<file path="src/rtl/if_fetch_unit.sv">
// Instruction fetch stage: issues instruction-memory requests, captures returned
// words into a registered output stage backed by a one-entry skid buffer, tags each
// instruction with a wrapping sequence number and handles taken-branch redirects,
// including a request that is still in flight when the redirect arrives.
module if_fetch_unit #(
    parameter logic [31:0] RESET_PC  = 32'h0000_0000,
    parameter logic [3:0]  TYPE_NONE = 4'b0000
) (
    input  logic        clk,
    input  logic        rst,
    input  logic        id_wpcir,
    input  logic        br_taken,
    input  logic [31:0] br_target,
    output logic        imem_req,
    output logic [31:0] imem_addr,
    input  logic        imem_ack,
    input  logic [31:0] imem_rdata,
    output logic [31:0] if_inst,
    output logic [31:0] if_pc4,
    output logic [3:0]  if_ins_type,
    output logic [3:0]  if_ins_number
);

    // FETCH: request outstanding. HOLD: skid full, no request.
    // DRAIN: a redirected request is still in flight; its ack is thrown away.
    typedef enum logic [1:0] {
        StFetch = 2'd0,
        StHold  = 2'd1,
        StDrain = 2'd2
    } state_e;

    state_e      state_q, state_d;
    logic [31:0] pc_q, pc_d;
    logic [31:0] redir_q, redir_d;
    logic [3:0]  tag_q, tag_d;

    logic [31:0] out_inst_q, out_inst_d;
    logic [31:0] out_pc4_q, out_pc4_d;
    logic [3:0]  out_type_q, out_type_d;
    logic [3:0]  out_num_q, out_num_d;
    logic        out_valid_q, out_valid_d;

    logic [31:0] skid_inst_q, skid_inst_d;
    logic [31:0] skid_pc4_q, skid_pc4_d;
    logic [3:0]  skid_type_q, skid_type_d;
    logic [3:0]  skid_num_q, skid_num_d;

    logic        accept;
    logic [31:0] pc_plus4;
    logic [3:0]  word_type;

    // Instruction class from the major opcode field.
    function automatic logic [3:0] classify(input logic [5:0] op);
        logic [3:0] t;
        case (op)
            6'h00:                         t = 4'd1;
            6'h08, 6'h09, 6'h0A, 6'h0B,
            6'h0C, 6'h0D, 6'h0E, 6'h0F:    t = 4'd2;
            6'h23:                         t = 4'd3;
            6'h2B:                         t = 4'd4;
            6'h04, 6'h05:                  t = 4'd5;
            6'h02, 6'h03:                  t = 4'd6;
            default:                       t = 4'd7;
        endcase
        return t;
    endfunction

    // Shared helper signals for the next-state logic.
    always_comb begin
        accept    = !out_valid_q || !id_wpcir;
        pc_plus4  = pc_q + 32'd4;
        word_type = classify(imem_rdata[31:26]);
    end

    // Next-state for the FSM, PC, tag counter, output register and skid entry.
    always_comb begin
        state_d     = state_q;
        pc_d        = pc_q;
        redir_d     = redir_q;
        tag_d       = tag_q;
        out_inst_d  = out_inst_q;
        out_pc4_d   = out_pc4_q;
        out_type_d  = out_type_q;
        out_num_d   = out_num_q;
        out_valid_d = out_valid_q;
        skid_inst_d = skid_inst_q;
        skid_pc4_d  = skid_pc4_q;
        skid_type_d = skid_type_q;
        skid_num_d  = skid_num_q;

        if (br_taken) begin
            // Redirect wins over everything: flush both entries to a bubble.
            out_inst_d  = 32'd0;
            out_pc4_d   = 32'd0;
            out_type_d  = TYPE_NONE;
            out_valid_d = 1'b0;
            skid_inst_d = 32'd0;
            skid_pc4_d  = 32'd0;
            skid_type_d = TYPE_NONE;
            skid_num_d  = 4'd0;
            unique case (state_q)
                StFetch: begin
                    if (imem_ack) begin
                        pc_d    = br_target;
                        state_d = StFetch;
                    end else begin
                        // Keep the in-flight address on the bus until its ack;
                        // the target waits in redir until then.
                        redir_d = br_target;
                        state_d = StDrain;
                    end
                end
                StHold: begin
                    pc_d    = br_target;
                    state_d = StFetch;
                end
                StDrain: begin
                    if (imem_ack) begin
                        pc_d    = br_target;
                        state_d = StFetch;
                    end else begin
                        redir_d = br_target;
                    end
                end
                default: begin
                    pc_d    = br_target;
                    state_d = StFetch;
                end
            endcase
        end else begin
            unique case (state_q)
                StFetch: begin
                    if (imem_ack) begin
                        pc_d  = pc_plus4;
                        tag_d = tag_q + 4'd1;
                        if (accept) begin
                            out_inst_d  = imem_rdata;
                            out_pc4_d   = pc_plus4;
                            out_type_d  = word_type;
                            out_num_d   = tag_q;
                            out_valid_d = 1'b1;
                        end else begin
                            skid_inst_d = imem_rdata;
                            skid_pc4_d  = pc_plus4;
                            skid_type_d = word_type;
                            skid_num_d  = tag_q;
                            state_d     = StHold;
                        end
                    end else if (accept) begin
                        out_inst_d  = 32'd0;
                        out_pc4_d   = 32'd0;
                        out_type_d  = TYPE_NONE;
                        out_valid_d = 1'b0;
                    end
                end
                StHold: begin
                    // imem_ack is meaningless here since no request is up.
                    if (accept) begin
                        out_inst_d  = skid_inst_q;
                        out_pc4_d   = skid_pc4_q;
                        out_type_d  = skid_type_q;
                        out_num_d   = skid_num_q;
                        out_valid_d = 1'b1;
                        state_d     = StFetch;
                    end
                end
                StDrain: begin
                    if (accept) begin
                        out_inst_d  = 32'd0;
                        out_pc4_d   = 32'd0;
                        out_type_d  = TYPE_NONE;
                        out_valid_d = 1'b0;
                    end
                    // Stale word is dropped and never tagged.
                    if (imem_ack) begin
                        pc_d    = redir_q;
                        state_d = StFetch;
                    end
                end
                default: begin
                    state_d = StFetch;
                end
            endcase
        end
    end

    // State registers with asynchronous active-high reset.
    always_ff @(posedge clk or posedge rst) begin
        if (rst) begin
            state_q     <= StFetch;
            pc_q        <= RESET_PC;
            redir_q     <= RESET_PC;
            tag_q       <= 4'd0;
            out_inst_q  <= 32'd0;
            out_pc4_q   <= 32'd0;
            out_type_q  <= TYPE_NONE;
            out_num_q   <= 4'd0;
            out_valid_q <= 1'b0;
            skid_inst_q <= 32'd0;
            skid_pc4_q  <= 32'd0;
            skid_type_q <= TYPE_NONE;
            skid_num_q  <= 4'd0;
        end else begin
            state_q     <= state_d;
            pc_q        <= pc_d;
            redir_q     <= redir_d;
            tag_q       <= tag_d;
            out_inst_q  <= out_inst_d;
            out_pc4_q   <= out_pc4_d;
            out_type_q  <= out_type_d;
            out_num_q   <= out_num_d;
            out_valid_q <= out_valid_d;
            skid_inst_q <= skid_inst_d;
            skid_pc4_q  <= skid_pc4_d;
            skid_type_q <= skid_type_d;
            skid_num_q  <= skid_num_d;
        end
    end

    // Request is gated by rst so it drops the moment reset asserts.
    always_comb begin
        imem_req      = !rst && (state_q != StHold);
        imem_addr     = pc_q;
        if_inst       = out_inst_q;
        if_pc4        = out_pc4_q;
        if_ins_type   = out_type_q;
        if_ins_number = out_num_q;
    end

endmodule
</file>
<file path="config.mk">
export PLATFORM = sky130hd
export DESIGN_NAME = if_fetch_unit
export DESIGN_NICKNAME = d
export VERILOG_FILES = /design/src/rtl/if_fetch_unit.sv
export SDC_FILE = /design/constraint.sdc
export NUM_CORES = 1
export LEC_CHECK = 0
export ABC_AREA = 0
export BUFFER_PORTS_ARGS = -buffer_cell sky130_fd_sc_hd__buf_2
export CORE_MARGIN = 10
export CORE_UTILIZATION = 55
export CTS_BUF_LIST = sky130_fd_sc_hd__clkbuf_4 sky130_fd_sc_hd__clkbuf_8
export DETAILED_ROUTE_END_ITERATION = 16
export GPL_TIMING_DRIVEN = 0
export PLACE_DENSITY = 0.78
export SLEW_MARGIN = 15
export SYNTH_ARGS = -nofsm -noshare
export SYNTH_HDL_FRONTEND = slang
export SYNTH_SLANG_ARGS = --single-unit
</file>
<file path="constraint.sdc">
create_clock -name clk -period 8.1 [get_ports clk]
set_clock_uncertainty 0.2 [all_clocks]
set_input_delay 0.81 -clock clk [delete_from_list [all_inputs] [get_ports clk]]
set_output_delay 0.81 -clock clk [all_outputs]
set_load 0.01 [all_outputs]
</file>
# Word-level counts from Yosys, hierarchy flattened
# Memory sizes are Yosys's and may differ from the RTL's.
# Cells that the tools add are included.
# totals
register_bits,215
latchBits,0
ramBits,0
romBits,192
input_bits,69
output_inout_bits,105
wordCells,107
mem_count,1
# memory_table
memory,depth,word_bits,rd,rd_ports_with_merged_regs,write_ports,line,text
(no name shown),64,3,1,0,0,55,case (op)
# classes
addsub,2
n_mul,0
n_div,0
magnitude_cmp,0
eq_ne,13
shift,0
mux,57
n_bitwise,2
reduce_logical,19
# ops
operator,n
$mux W32,23
$pmux W32 S3,2
$mux W4,16
$pmux W32 S2,1
$add A32 B3 Y32 const B,1
$reduce_and A3 Y1,5
$mux W2,6
$ne A3 B3 Y1 const B,4
$pmux W4 S3,1
$ne A2 B2 Y1 const B,4
$pmux W4 S2,1
$pmux W2 S3,1
$reduce_bool A2 Y1,3
$reduce_and A5 Y1,1
$add A4 B1 Y4 const B,1
$mux W1,4
$ne A4 B4 Y1 const B,1
$pmux W2 S2,1
$reduce_and A4 Y1,1
$reduce_bool A4 Y1,1
$logic_not A1 Y1,3
$ne A3 B2 Y1 const B,1
$pmux W1 S3,1
$reduce_bool A3 Y1,1
other kinds (8),9

# Logic depth before layout (Yosys ltp)
# logic_depth
ltp_word,6
depth_mapped,10
ltp_nobuf,7

# Worst setup path after synthesis
# OpenSTA, ideal clock, no wires.
# synth_timing
path_type,reg2out
start,register state_q[1]
end,output imem_req
arrival_ns,1.643
t_required_ns,7.090
slack_ns,5.447
stages_incl_launch_ff,7
cell_sequence,dfrtp_1 -> inv_1 -> ha_1 -> clkbuf_1 -> buf_1 -> buf_1 -> nor2_1
# synth_between
elab_chain_cells,2
# synth_lines
element,line,text
from (decl),32,"state_e state_q, state_d;"
from (signal assigned),190,state_q <= StFetch;
from (signal assigned),204,state_q <= state_d;
$ne A2 B1 Y1,222,imem_req = !rst && (state_q != StHold);
$logic_and A1 B1 Y1,222,
to (decl),14,"output logic imem_req,"
# No other way between the ends.

# Final worst setup path
# Ends and elaborated chain as after synthesis.

==> flow_summary_export.csv <==
group,metric,value,unit
status,outcome,"finished clean",
placement,dp.final_hpwl,26450,um
clock_tree,numCtsBuffers,38,
yosys,synth_edf_count,0,
setup_path,cpMostUsedCell,"buf_1",
clock_tree,clk_pin_slew,0.06,ns
floorplanning,coreArea,19460,um^2
clock_tree,htreeDepth,2,
clock_tree,hold_buffers,0,
clock_tree,clk_path_buf_depth,3,
floorplanning,start_util,56.07,%
routing,drtPass1Iterations,6,
floorplanning,dieArea,25870,um^2
setup_path,slowest_delay,0.63,ns
worst_hold_path,holdCritPathClass,"input port to async pin",
yosys,synth.avg_cell_area,9.472,um^2
yosys,synth-seq-area-share,49.08,%
setup_path,crit_path_cell_trace,"inv_1 > ha_1 > clkbuf_1 > buf_1 > buf_1 > nor2_1 > buf_2",
yosys,ys_ff_latch,214,
yosys,synthArstFlopShare,100.0,%
grt,grt_usage,27.57,%
sta,fin_crit,4.237,ns
final_layout,antenna-diode-count,0,
final_layout,nets,1439,
yosys,synth_cells,1152,
clock_tree,cts.repair.resized,0,
placement,port_buffers,171,
routing,drcViolationCount,0,
yosys,synth_area_leaders,"dfrtp_1 (49%), nand2_1 (6.5%), o21ai_0 (4.4%)",
routing,avgRoutedWirePerCell,22.35,um
grt,grt_max_degree,111,
setup_path,crit_required,7.09,ns
sta,worst_pin_slew,0.9207,ns
sta,finalHoldViolCount,0,
job,cap_viol_max_count,0,
routing,vias_per_cell,6.350,
setup_path,cp_max_fo,10,
routing,routed_wl,37070,um
setup_path,end_kind,"primary output",
grt,grt_pass1_vias,10190,
sta,fin_crit_sh,52.31,%
yosys,yosys.cell_types.count,69,
grt,grt_antenna_before_repair,1,
clock_tree,clk_latency,0.55,ns
power_and_ir_drop,power.density,375.2,nW/um^2
clock_tree,cts_tree,"yes",
clock_tree,cts_setup_buffers,0,
routing,ant_nets,0,
yosys,yosys.area.top_type,"dfrtp_1",
yosys,synth_top_area_share,49.08,%
floorplanning,fp.dieH,160.9,um
clock_tree,root_buffer,"clkbuf_8",
sta,finalSetupTns,0,ns
setup_path,critPathLaunchType,"register",
yosys,synth_common_cells,"dfrtp_1 (214), nand2_1 (189), o21ai_0 (95), clkbuf_1 (82), a21oi_1 (61)",
floorplanning,ios,174,
final_layout,stdcell_count,1659,
grt,grt_pass1_wl,57390,um
yosys,ys_warn_count,0,
yosys,synthFlopType,"dfrtp_1",
sta,max_slew_margin,38.62,%
sta,rsz0062_at_grt,"false",
routing,via_count,10530,
setup_path,arrival,3.23,ns
yosys,syn_area,10910,um^2
final_layout,final_layout_size_suffix_gt1_share,22.31,%
sta,finalSetupViolCount,0,
clock_tree,clock-sinks,214,
floorplanning,rows,51,
power_and_ir_drop,ir_drop,0.2248,mV
grt,overflow,0,
routing,dr.first_iter.drc_count,1415,
setup_path,slowest_stage,"buf_1",
sta,slew_violations,0,
power_and_ir_drop,p_leak,5.717,nW
yosys,yosysMostFrequentCell,"dfrtp_1",
final_layout,fill_cells,1571,
placement,placed_cells,1589,
setup_path,critical_path_class,"register to primary output",
yosys,syn-num-nets,1227,
sta,fmax,236.0,MHz
final_layout,syn_to_final_growth,18.85,%
placement,globalplace.congestion,0.9540,
floorplanning,fp.dieW,160.9,um
==> power by group <==
| group | internal, mW | switching (mW) | leakage (nW) | total [mW] |
|---|---|---|---|---|
| registers | 1.40 | 0.315 | 2.76 | 1.72 |
| clock network | 0.620 | 0.460 | 0.442 | 1.08 |
| logic | 0.750 | 1.32 | 2.51 | 2.07 |
| total | 2.77 | 2.09 | 5.72 | 4.87 |
==> critical path: cells and delay by family, from the launching register on <==
| kind | cells | cell delay [ns] |
|---|---|---|
| AND/OR/NAND/NOR | 1 | 0.10 |
| flip-flops | 1 | 0.39 |
| adder cells (fa/ha/maj) | 1 | 0.15 |
| buffers and inverters | 5 | 2.03 |
==> per-layer routing <==
layer  vias up  share of wire (%)  GRT usage (%)
met2       652                 44          40.30
met3        97                 11          7.311
met5         -              0.035              0
met4         2                3.6          11.99
li1       4672                  -              -
met1      5111                 42          37.78
==> through the flow <==
step	hold WS (ns)	worst slack (ns)	instance area (um^2)	utilization (%)	power (mW)
6_report	0.2304	3.863	12970	66.63	4.866
2_1_floorplan	0.2331	1.239	10910	-	2.942
3_5_place_dp	0.2608	4.400	12130	62.35	3.732
4_1_cts	0.2599	3.994	12970	66.63	4.815
3_3_place_gp	0.2531	-1.233	12100	62.17	3.678
5_1_grt	0.2851	3.815	12970	66.63	5.126
==> cell type report <==
type | count | area (um^2) | area share, %
Clock inverter | 6 | 41.29 | 0.3184
Tap cell | 265 | 331.6 | 2.557
Timing Repair Buffer | 172 | 883.3 | 6.811
Multi-Input combinational cell | 823 | 5101 | 39.33
Buffer | 104 | 414.1 | 3.193
Inverter | 11 | 48.80 | 0.3763
Sequential cell | 214 | 5355 | 41.29
Clock buffer | 64 | 793.3 | 6.117
==> sequential cells by signal (all words and copies together), names as in the netlist <==
signal,count
if_inst,32
if_pc4,32
imem_addr,32
redir_q,32
skid_inst_q,32
skid_pc4_q,32
if_ins_number,4
if_ins_type,4
skid_num_q,4
tag_q,4
skid_type_q,3
state_q,2
out_valid_q,1
==> logic make-up after synthesis <==
group,share of synthesized area (%)
simple gates,15.89
xor+xnor,1.926
compound gates,23.43
buf+inv,4.174
fa+ha+maj,0.6880
flops,49.08
mux,4.816
==> worst paths after layout <==
kind                       slack [ns]                       start  depth (start not counted)                      endpoint
max                              3.86      state_q[1]$_DFFE_PP0P_                          7                      imem_req
min                              0.23                         rst                          2  if_ins_number[0]$_DFFE_PP0P_
max reg2reg                      4.67      state_q[0]$_DFFE_PP0P_                          8        if_pc4[20]$_DFFE_PP0P_
min reg2reg                      0.27  skid_type_q[2]$_DFFE_PP0P_                          2    skid_type_q[2]$_DFFE_PP0P_
max in group asynchronous        6.49                         rst                          3        redir_q[5]$_DFFE_PP0P_
min in group clk                 0.27  skid_type_q[2]$_DFFE_PP0P_                          2    skid_type_q[2]$_DFFE_PP0P_
==> cells in the final DEF (no fill, tap or decap), drive strengths merged, types with 5 or more instances in the layout <==
cell type | Yosys | final
nor2 | 41 | 41
o22a | 6 | 6
a211oi | 5 | 5
mux2 | 36 | 36
buf | 22 | 194
and4 | 7 | 7
nand4 | 13 | 13
a221oi | 8 | 8
xor2 | 11 | 11
clkinv | 2 | 5
mux2i | 12 | 12
a22oi | 39 | 39
or4 | 5 | 5
nor4 | 10 | 10
nor3 | 25 | 25
o31ai | 7 | 7
o211ai | 16 | 16
dfrtp | 214 | 214
o22ai | 10 | 10
nand2 | 189 | 189
o21a | 9 | 9
ha | 6 | 6
a21oi | 63 | 63
o2bb2ai | 38 | 38
and3 | 18 | 18
inv | 9 | 10
xnor2 | 13 | 13
and2 | 10 | 10
a32o | 6 | 6
o21ai | 100 | 100
clkbuf | 82 | 146
a31oi | 20 | 20
nand3 | 30 | 30
a22o | 16 | 16
No activity file was read; power rests on OpenSTA's default activity.
